--- src/rtl/wb_dbg_fanout.sv ---
// Wishbone slave that fans one host bus out to three debug cores, with a
// small local register bank (CTRL, STATUS, ID) and a per-access wait timeout.
module wb_dbg_fanout #(
  parameter logic [3:0] BASE_NIBBLE = 4'h3,
  parameter logic [7:0] TIMEOUT     = 8'd64
) (
  input  logic        wb_clk_i,
  input  logic        wb_rst_i,
  input  logic        wbs_cyc_i,
  input  logic        wbs_stb_i,
  input  logic        wbs_we_i,
  input  logic [3:0]  wbs_sel_i,
  input  logic [31:0] wbs_adr_i,
  input  logic [31:0] wbs_dat_i,
  output logic        wbs_ack_o,
  output logic [31:0] wbs_dat_o,
  output logic [31:0] o_dbg_adr,
  output logic [31:0] o_dbg_dat,
  output logic [3:0]  o_dbg_sel,
  output logic        o_dbg_we,
  output logic [2:0]  o_dbg_stb,
  input  logic [95:0] i_dbg_rdt,
  input  logic [2:0]  i_dbg_ack,
  output logic [2:0]  o_debug_mode
);

  typedef enum logic [1:0] {S_IDLE, S_FWD, S_RESP} state_t;

  localparam logic [31:0] ID_VALUE   = 32'h53554233;
  localparam logic [31:0] TMO_VALUE  = 32'hDEADBEEF;

  state_t      r_state;
  state_t      w_next;
  logic [1:0]  r_tgt;
  logic [7:0]  r_cnt;
  logic [2:0]  r_stb;
  logic [31:0] r_dat_o;
  logic [31:0] r_adr;
  logic [31:0] r_dat;
  logic [3:0]  r_sel;
  logic        r_we;
  logic [2:0]  r_mode;
  logic [2:0]  r_err;

  logic        w_req;
  logic        w_local;
  logic        w_core_ack;
  logic        w_tmo;
  logic        w_lwr;
  logic [31:0] w_rdt_sel;
  logic [31:0] w_loc_rd;

  assign w_req      = wbs_cyc_i & wbs_stb_i & (wbs_adr_i[31:28] == BASE_NIBBLE);
  assign w_local    = (wbs_adr_i[25:24] == 2'd3);
  assign w_lwr      = wbs_we_i & wbs_sel_i[0];
  // r_stb holds the one-hot target while forwarding, so it masks stray acks
  assign w_core_ack = |(i_dbg_ack & r_stb);
  assign w_tmo      = (r_cnt == (TIMEOUT - 8'd1));

  assign wbs_ack_o    = (r_state == S_RESP) & wbs_cyc_i;
  assign wbs_dat_o    = r_dat_o;
  assign o_dbg_adr    = r_adr;
  assign o_dbg_dat    = r_dat;
  assign o_dbg_sel    = r_sel;
  assign o_dbg_we     = r_we;
  assign o_dbg_stb    = r_stb;
  assign o_debug_mode = r_mode;

  // Select the acknowledging core's read-data slice
  always_comb begin
    w_rdt_sel = 32'h0;
    case (r_tgt)
      2'd0:    w_rdt_sel = i_dbg_rdt[31:0];
      2'd1:    w_rdt_sel = i_dbg_rdt[63:32];
      2'd2:    w_rdt_sel = i_dbg_rdt[95:64];
      default: w_rdt_sel = 32'h0;
    endcase
  end

  // Local register read mux, addressed straight from the host bus
  always_comb begin
    w_loc_rd = 32'h0;
    case (wbs_adr_i[3:2])
      2'd0:    w_loc_rd = {29'b0, r_mode};
      2'd1:    w_loc_rd = {29'b0, r_err};
      2'd2:    w_loc_rd = ID_VALUE;
      default: w_loc_rd = 32'h0;
    endcase
  end

  // State register
  always_ff @(posedge wb_clk_i or posedge wb_rst_i) begin
    if (wb_rst_i) r_state <= S_IDLE;
    else          r_state <= w_next;
  end

  // Next-state logic; RESP always returns to IDLE so a held request re-arms
  always_comb begin
    w_next = r_state;
    case (r_state)
      S_IDLE:  if (w_req) w_next = w_local ? S_RESP : S_FWD;
      S_FWD:   if (w_core_ack || w_tmo) w_next = S_RESP;
      S_RESP:  w_next = S_IDLE;
      default: w_next = S_IDLE;
    endcase
  end

  // Request latch, core strobe, wait counter and host read data
  always_ff @(posedge wb_clk_i or posedge wb_rst_i) begin
    if (wb_rst_i) begin
      r_tgt   <= 2'd0;
      r_cnt   <= 8'd0;
      r_stb   <= 3'b000;
      r_dat_o <= 32'h0;
      r_adr   <= 32'h0;
      r_dat   <= 32'h0;
      r_sel   <= 4'h0;
      r_we    <= 1'b0;
    end else begin
      case (r_state)
        S_IDLE: begin
          if (w_req) begin
            r_adr <= wbs_adr_i;
            r_dat <= wbs_dat_i;
            r_sel <= wbs_sel_i;
            r_we  <= wbs_we_i;
            r_tgt <= wbs_adr_i[25:24];
            r_cnt <= 8'd0;
            if (w_local) r_dat_o <= w_loc_rd;
            else         r_stb   <= 3'b001 << wbs_adr_i[25:24];
          end
        end
        S_FWD: begin
          if (w_core_ack) begin
            r_dat_o <= w_rdt_sel;
            r_stb   <= 3'b000;
          end else if (w_tmo) begin
            r_dat_o <= TMO_VALUE;
            r_stb   <= 3'b000;
          end else begin
            r_cnt <= r_cnt + 8'd1;
          end
        end
        default: ;
      endcase
    end
  end

  // CTRL and STATUS registers: local writes plus timeout error capture
  always_ff @(posedge wb_clk_i or posedge wb_rst_i) begin
    if (wb_rst_i) begin
      r_mode <= 3'b111;
      r_err  <= 3'b000;
    end else begin
      if (r_state == S_IDLE && w_req && w_local && w_lwr) begin
        if (wbs_adr_i[3:2] == 2'd0) r_mode <= wbs_dat_i[2:0];
        if (wbs_adr_i[3:2] == 2'd1) r_err  <= r_err & ~wbs_dat_i[2:0];
      end
      if (r_state == S_FWD && !w_core_ack && w_tmo) r_err <= r_err | r_stb;
    end
  end

endmodule
--- config.mk ---
export PLATFORM = sky130hd
export DESIGN_NAME = wb_dbg_fanout
export DESIGN_NICKNAME = d
export VERILOG_FILES = /design/src/rtl/wb_dbg_fanout.sv
export SDC_FILE = /design/constraint.sdc
export NUM_CORES = 1
export LEC_CHECK = 0
export ABC_AREA = 1
export CAP_MARGIN = 10
export CELL_PAD_IN_SITES_DETAIL_PLACEMENT = 0
export CELL_PAD_IN_SITES_GLOBAL_PLACEMENT = 1
export CORE_ASPECT_RATIO = 1.2
export CORE_MARGIN = 4
export CORE_UTILIZATION = 25
export DETAILED_ROUTE_END_ITERATION = 8
export PLACE_DENSITY_LB_ADDON = 0.25
export SETUP_SLACK_MARGIN = 0.3
export SYNTH_ARGS = -nofsm -noshare
export SYNTH_HDL_FRONTEND = slang
export SYNTH_SLANG_ARGS = --single-unit
--- constraint.sdc ---
create_clock -name wb_clk_i -period 4.09 [get_ports wb_clk_i]
set_clock_uncertainty 0.1 [all_clocks]
set_input_delay 0.818 -clock wb_clk_i [delete_from_list [all_inputs] [get_ports wb_clk_i]]
set_output_delay 0.818 -clock wb_clk_i [all_outputs]
set_load 0.05 [all_outputs]
==> reports/results.tsv, run 1 <==
stage	metric	value	unit
global_routing	grt_max_degree	117	
worst_setup_path	cp-start-kind	primary input	
worst_setup_path	timing.rr.start	r_tgt[0]	
worst_setup_path	reg2reg_depth	8	
sta	rsz0062_at_grt	false	
sta	max_freq	317	MHz
finish	nFillCells	2370	
synth	syn_inst	761	
route	drt_first_iter_violations	299	
finish	multiInputGateArea	0.00246	sq mm
sta	hold_viol	0	
synth	synthAdderAreaFrac	0.217	%
sta	min_period	3160	ps
placed_design	io_buffer_count	279	
route	routedWlPerCell	15.5	um
worst_setup_path	crit_fanout	2	
worst_setup_path	required	3170	ps
synth	yosysWarnings	0	
clocking	htreeDepth	4	
worst_setup_path	reg2reg_slack	1770	ps
worst_setup_path	critPathKind	in -> out	
clocking	cts.sinks	120	
sta	period_share	77.2	%
flow_run	maxCapViolCount	0	
route	via_count	5786	
status	status	finished, final reports clean	
route	avgViaCountPerCell	4.27	
clocking	clockBufferDepth	2	
die	die_h	174	um
clocking	clk_pin_slew	60	ps
route	dr.pass1.iters	4	
worst_setup_path	max_stage_delay	800	ps
worst_hold_path	min_to	o_dbg_adr[28]	
finish	final_cell_mix	nand2_1, clkdlybuf4s50_1, dfrtp_1	
clocking	clock_latency	410	ps
placed_design	routabilityCongestion	0.767	
clocking	cts_buffers	17	
sta	slew-limit-headroom	45.1	%
route	routed_wl	21100	um
die	io_pins	280	
die	row_count	60	
synth	synthSimpleGateAreaFrac	36.5	%
sta	holdWs	364	ps
route	drc	0	
global_routing	grt_use_total	16.3	%
finish	layout_commonest_cell	nand2_1	
worst_hold_path	hp-start	o_dbg_adr[28]	
finish	synthToLayoutAreaGrowth	62.6	%
placed_design	dpl.hpwl	15500	um
synth	synthXorXnorAreaFrac	0	%
die	dieArea	0.0256	sq mm
die	initial_utilization	25.5	%
synth	synthMuxAreaShare	0	%
synth	synth_cell_type_count	30	
finish	ff_latch_area	0.00301	sq mm
synth	synth_area	0.00577	sq mm
worst_hold_path	whs_path_depth	1	
clocking	root_buffer	clkbuf_16	
worst_hold_path	hp-class	reg -> reg	
route	ant_nets	0	
die	core	0.0226	sq mm
worst_setup_path	r2r-end	wbs_dat_o[0]	
sta	tightest_slew	823	ps
clocking	cts_hold_buf	0	
power	p_leak	4.41	nW
worst_setup_path	worst_path_max_delay_cell	clkdlybuf4s50_1	
global_routing	gr-total-overflow	0	
synth	ys_seq_elements	120	
worst_setup_path	crit_chain	clkdlybuf4s50_1, nand2_1, nor2_1, clkdlybuf4s50_1	
global_routing	grt_pass1_vias	5814	
worst_setup_path	crit_arrival	2240	ps
sta	final-max-slew-violation-count	0	
global_routing	grt_pass1_wl	32900	um
power	powerDensity	631	mW/mm^2
die	die_width	147	um
global_routing	antenna_found_initial	1	
worst_setup_path	crit_top_cell	clkdlybuf4s50_1	
synth	synth_compound_area_share	5.88	%
power	vdd_drop_max	279	uV
worst_setup_path	end_kind	output pin	
clocking	ctsResizeCount	0	
synth	synthesis.nets	934	
sta	totalNegativeSetupSlack	0	ps
synth	synth-seq-area-share	52.1	%
synth	avgSynthCellArea	7.58	sq um
clocking	cts_setup_buffers	0	
finish	drive_gt1_share	7.08	%
sta	setup_viol	0	
clocking	cts_tree	built	
synth	synth_top_family_by_area	simple AND/OR/NAND/NOR gates	
finish	final_nets	1205	
[cells by family (layout without fill, tap and decap cells)]
family                     Yosys count  count (layout)
AOI/OAI and AO/OA                   66              66
adders and majority gates            1               1
buffers and inverters               64             348
DFF                                120             120
other                                0               1
and+or+nand+nor                    510             510
[area by class of cell]
type / instances / share of cell area (%)
diodes: 1 / 0.0267
clock buffers: 20 / 4.77
clock inverters: 12 / 0.828
inverters: 29 / 1.20
multi-input cells: 577 / 26.3
flip-flops and latches: 120 / 32.1
well taps: 310 / 4.14
repair buffers: 287 / 30.7
[critical path, delay by kind of cell]
family	cells	cell delay [ps]
buf+inv	2	1280
simple gates	2	140
[metal layers]
metal,up-vias,share of wire (%),wire (um),global-route usage (%)
li1,2943,-,-,-
met1,2631,45,9400,20.7
met2,192,48,10000,27.1
met3,20,6.2,1300,4.35
met4,0,1.6,338,5.22
met5,-,0,0,0
[flip-flops by register name (all words and copies together), names as in the netlist]
signal        cells
o_dbg_adr        31
r_tgt             1
r_err             3
o_dbg_stb         3
o_debug_mode      3
r_cnt             8
o_dbg_dat        32
o_dbg_we          1
wbs_dat_o        32
o_dbg_sel         4
r_state           2
[per-stage QoR]
| stage | instance area, sq um | worst slack [ps] | utilization (%) | total power (W) | cells |
|---|---|---|---|---|---|
| 6_report | 9370 | 934 | 41.5 | 0.00592 | 1356 |
| 5_1_grt | 9370 | 881 | 41.5 | 0.00626 | 1356 |
| 4_1_cts | 9370 | 931 | 41.5 | 0.00601 | 1355 |
| 3_5_place_dp | 8850 | 937 | 39.2 | 0.00463 | 1323 |
| 3_3_place_gp | 8850 | 925 | 39.2 | 0.00462 | 1323 |
| 2_1_floorplan | 5770 | 1670 | - | 0.00352 | 761 |
[cells in the mapped netlist]
cell type	instances	area, sq um
nand2_1	412	1550
dfrtp_1	117	2930
nand3_1	57	285
o21ai_1	28	140
buf_2	24	120
inv_1	22	82.6
a21oi_1	21	105
o21ai_0	14	70.1
nor2_1	10	37.5
buf_4	8	60.1
inv_2	7	26.3
nor2_2	6	37.5
or2_2	6	37.5
nor3_1	4	20.0
dfstp_2	3	78.8
nand2_2	3	18.8
nand4_1	3	18.8
clkbuf_1	2	7.51
nand2_4	2	22.5
nand3b_1	2	15.0
a21oi_2	1	8.76
a31oi_1	1	6.26
and2_1	1	6.26
clkbuf_2	1	5.00
ha_1	1	12.5
nand3_4	1	17.5
nand4_4	1	21.3
nor2_4	1	11.3
nor3_2	1	10.0
o21ai_2	1	8.76
[power by group]
part	internal [W]	switching (W)	leakage, nW
registers	0.00154	0.000243	1.54
clock network	0.000785	0.000558	0.252
logic	0.000948	0.00185	2.62
total	0.00327	0.00265	4.41
[worst max-delay path by stage]
stage | from | endpoint | cells after the start
after global placement | wbs_cyc_i | wbs_ack_o | 4
final | wbs_cyc_i | wbs_ack_o | 4
after floorplan | wbs_cyc_i | wbs_ack_o | 2
after CTS | wbs_cyc_i | wbs_ack_o | 4
after global routing | wbs_cyc_i | wbs_ack_o | 4
after detailed placement | wbs_cyc_i | wbs_ack_o | 4
No activity file was read; power rests on OpenSTA's default activity.
==> run 2, diff against run 1 <==
clock period = 3.2 ns   (was 4.09 ns; I/O delays follow)
==> run 2 against run 1 <==
Net effect: sequential share of layout area decreased by 0.59 points; register-to-register slack got worse by 470 ps; via count increased by 1.1%; largest power group unchanged.
==> reports/results.tsv, run 2 (synthesis results as in run 1) <==
stage	metric	value	unit	change
clocking	clockBufferDepth	2		unchanged
finish	layout_commonest_cell	nand2_1		
placed_design	routabilityCongestion	0.777		+1.2%
global_routing	grt_pass1_vias	5818		+0.069%
clocking	clk_pin_slew	60	ps	about the same
sta	final-max-slew-violation-count	0		unchanged
die	dieArea	0.0256	sq mm	unchanged
finish	ff_latch_area	0.00301	sq mm	unchanged
finish	n_antenna_cell	0		-1
finish	multiInputGateArea	0.00246	sq mm	unchanged
finish	final_cell_mix	nand2_1, clkdlybuf4s50_1, dfrtp_1		
worst_setup_path	cp-start-kind	flip-flop		
power	clockPowerShare	26.7	%	+4.0 points
sta	tightest_slew	634	ps	-190 ps
clocking	cts_setup_buffers	0		unchanged
worst_setup_path	max_stage_delay	880	ps	+80 ps
die	io_pins	280		unchanged
placed_design	dp_slack	668	ps	-269 ps
worst_setup_path	crit_family	buffers and inverters		
worst_hold_path	hp-class	reg -> reg		
placed_design	dpl.hpwl	16000	um	+3.0%
worst_setup_path	end_kind	output pin		
power	vdd_drop_max	420	uV	+51%
die	die_h	174	um	unchanged
finish	drive_gt1_share	7.90	%	+0.82 points
clocking	cts_hold_buf	0		unchanged
clocking	htreeDepth	4		unchanged
route	drt_first_iter_violations	298		-0.33%
die	initial_utilization	25.5	%	unchanged
worst_setup_path	crit_buf_inv	1		-1
global_routing	grt_pass1_wl	33300	um	+1.2%
global_routing	gr-total-overflow	0		unchanged
power	p_int	0.00460	W	+41%
power	p_sw	0.00339	W	+28%
clocking	clock_latency	410	ps	about the same
die	row_count	60		unchanged
clocking	root_buffer	clkbuf_16		
power	powerDensity	837	mW/mm^2	+33%
finish	nFillCells	2323		-2.0%
placed_design	io_buffer_count	279		unchanged
worst_setup_path	required	2460	ps	-710 ps
global_routing	antenna_found_initial	1		unchanged
clocking	cts_tree	built		
power	seq_power_share	28.3	%	-1.8 points
clocking	ctsResizeCount	0		unchanged
worst_setup_path	worst_path_max_delay_cell	clkdlybuf4s50_1		
power	p_leak	4.51	nW	+2.3%
worst_setup_path	critPathKind	reg -> out		
sta	max_freq	393	MHz	
sta	min_period	2550	ps	
worst_setup_path	crit_arrival	1810	ps	-430 ps
route	ant_nets	0		unchanged
worst_setup_path	crit_fanout	6		+4
die	die_width	147	um	unchanged
worst_setup_path	crit_chain	clkdlybuf4s50_1		
sta	setup_slack	654	ps	-280 ps
flow_run	maxCapViolCount	0		unchanged
finish	instances_no_fill	1361		+0.37%
sta	setup_viol	0		unchanged
route	routed_wl	21200	um	+0.53%
sta	rsz0062_at_grt	false		
sta	slew-limit-headroom	57.6	%	+13 points
finish	final_util	42.3	%	+0.78 points
route	routedWlPerCell	15.6	um	+0.16%
route	avgViaCountPerCell	4.30		+0.73%
sta	totalNegativeSetupSlack	0	ps	unchanged
sta	hold_viol	0		unchanged
die	core	0.0226	sq mm	unchanged
sta	holdWs	363	ps	-1.01 ps
global_routing	grt_max_degree	60		-49%
finish	synthToLayoutAreaGrowth	65.6	%	
status	status	finished, final reports clean		
global_routing	grt_use_total	16.6	%	+0.22 points
route	via_count	5850		+1.1%
sta	period_share	79.6	%	
route	drc	0		unchanged
finish	final_nets	1211		+0.50%
clocking	cts.sinks	120		unchanged
placed_design	dp_cells	1329		+0.45%
clocking	cts_buffers	17		unchanged
power	p_sw_share	42.4	%	-2.3 points
power	comb_power_share	45.0	%	-2.2 points
route	dr.pass1.iters	4		unchanged
==> run 2: cell count changes in the layout (fill, tap and decap cells not counted), sizes merged <==
cell,before,now
clkinvlp,5,2
clkbuf,20,18
diode,1,0
clkinv,7,6
bufinv,0,5
inv,29,30
buf,8,15
clkdlybuf4s50,279,278
==> run 2: worst register-to-register path, stage by stage, from the launching register on <==
cell	delay (ps)
dfrtp_1	430
inv_2	110
nand2_4	90
a21oi_2	120
buf_4	280
and2_1	420
a21oi_1	130
o21ai_1	150
==> run 2: area by class of cell <==
cell class | count | area share [%]
inverter | 29 | 1.18
sequential | 120 | 31.5
timing repair buffer | 293 | 30.6
clock inverter | 14 | 2.31
multi-input combinational | 577 | 25.8
clock buffer | 18 | 4.60
tap | 310 | 4.06
==> run 2: per-stage QoR <==
step	instance area [sq um]	power (W)
3_3_place_gp	8890	0.00591
6_report	9550	0.00799
4_1_cts	9550	0.00811
3_5_place_dp	8890	0.00593
5_1_grt	9550	0.00843
2_1_floorplan	5770	0.00450
==> run 2: routing by layer <==
layer / global-route usage [%] / up-vias / share of wire (%)
met5: 0 / - / 0.085
met3: 4.95 / 24 / 7.1
met1: 20.2 / 2656 / 42
met4: 5.33 / 2 / 1.7
met2: 28.0 / 210 / 49
li1: - / 2958 / -
==> run 2: worst paths after layout <==
kind	slack [ps]	depth (start not counted)	endpoint	from
max	650	1	o_dbg_adr[25]	o_dbg_adr[25]
min in group asynchronous	640	3	wbs_dat_o[17]	wb_rst_i
max in group asynchronous	1900	3	wbs_dat_o[2]	wb_rst_i
min	360	1	o_dbg_adr[29]	o_dbg_adr[29]
min reg2reg	360	1	o_dbg_adr[29]	o_dbg_adr[29]
max reg2reg	1300	7	wbs_dat_o[24]	r_state[1]
==> run 2: power by group through the flow <==
stage / Combinational (W) / Sequential (W) / Clock [W]
global placement: 0.00364 / 0.00227 / 0
floorplan: 0.000810 / 0.00369 / 0
CTS: 0.00365 / 0.00226 / 0.00220
finish: 0.00360 / 0.00226 / 0.00214
detailed placement: 0.00365 / 0.00228 / 0
global route: 0.00384 / 0.00233 / 0.00226
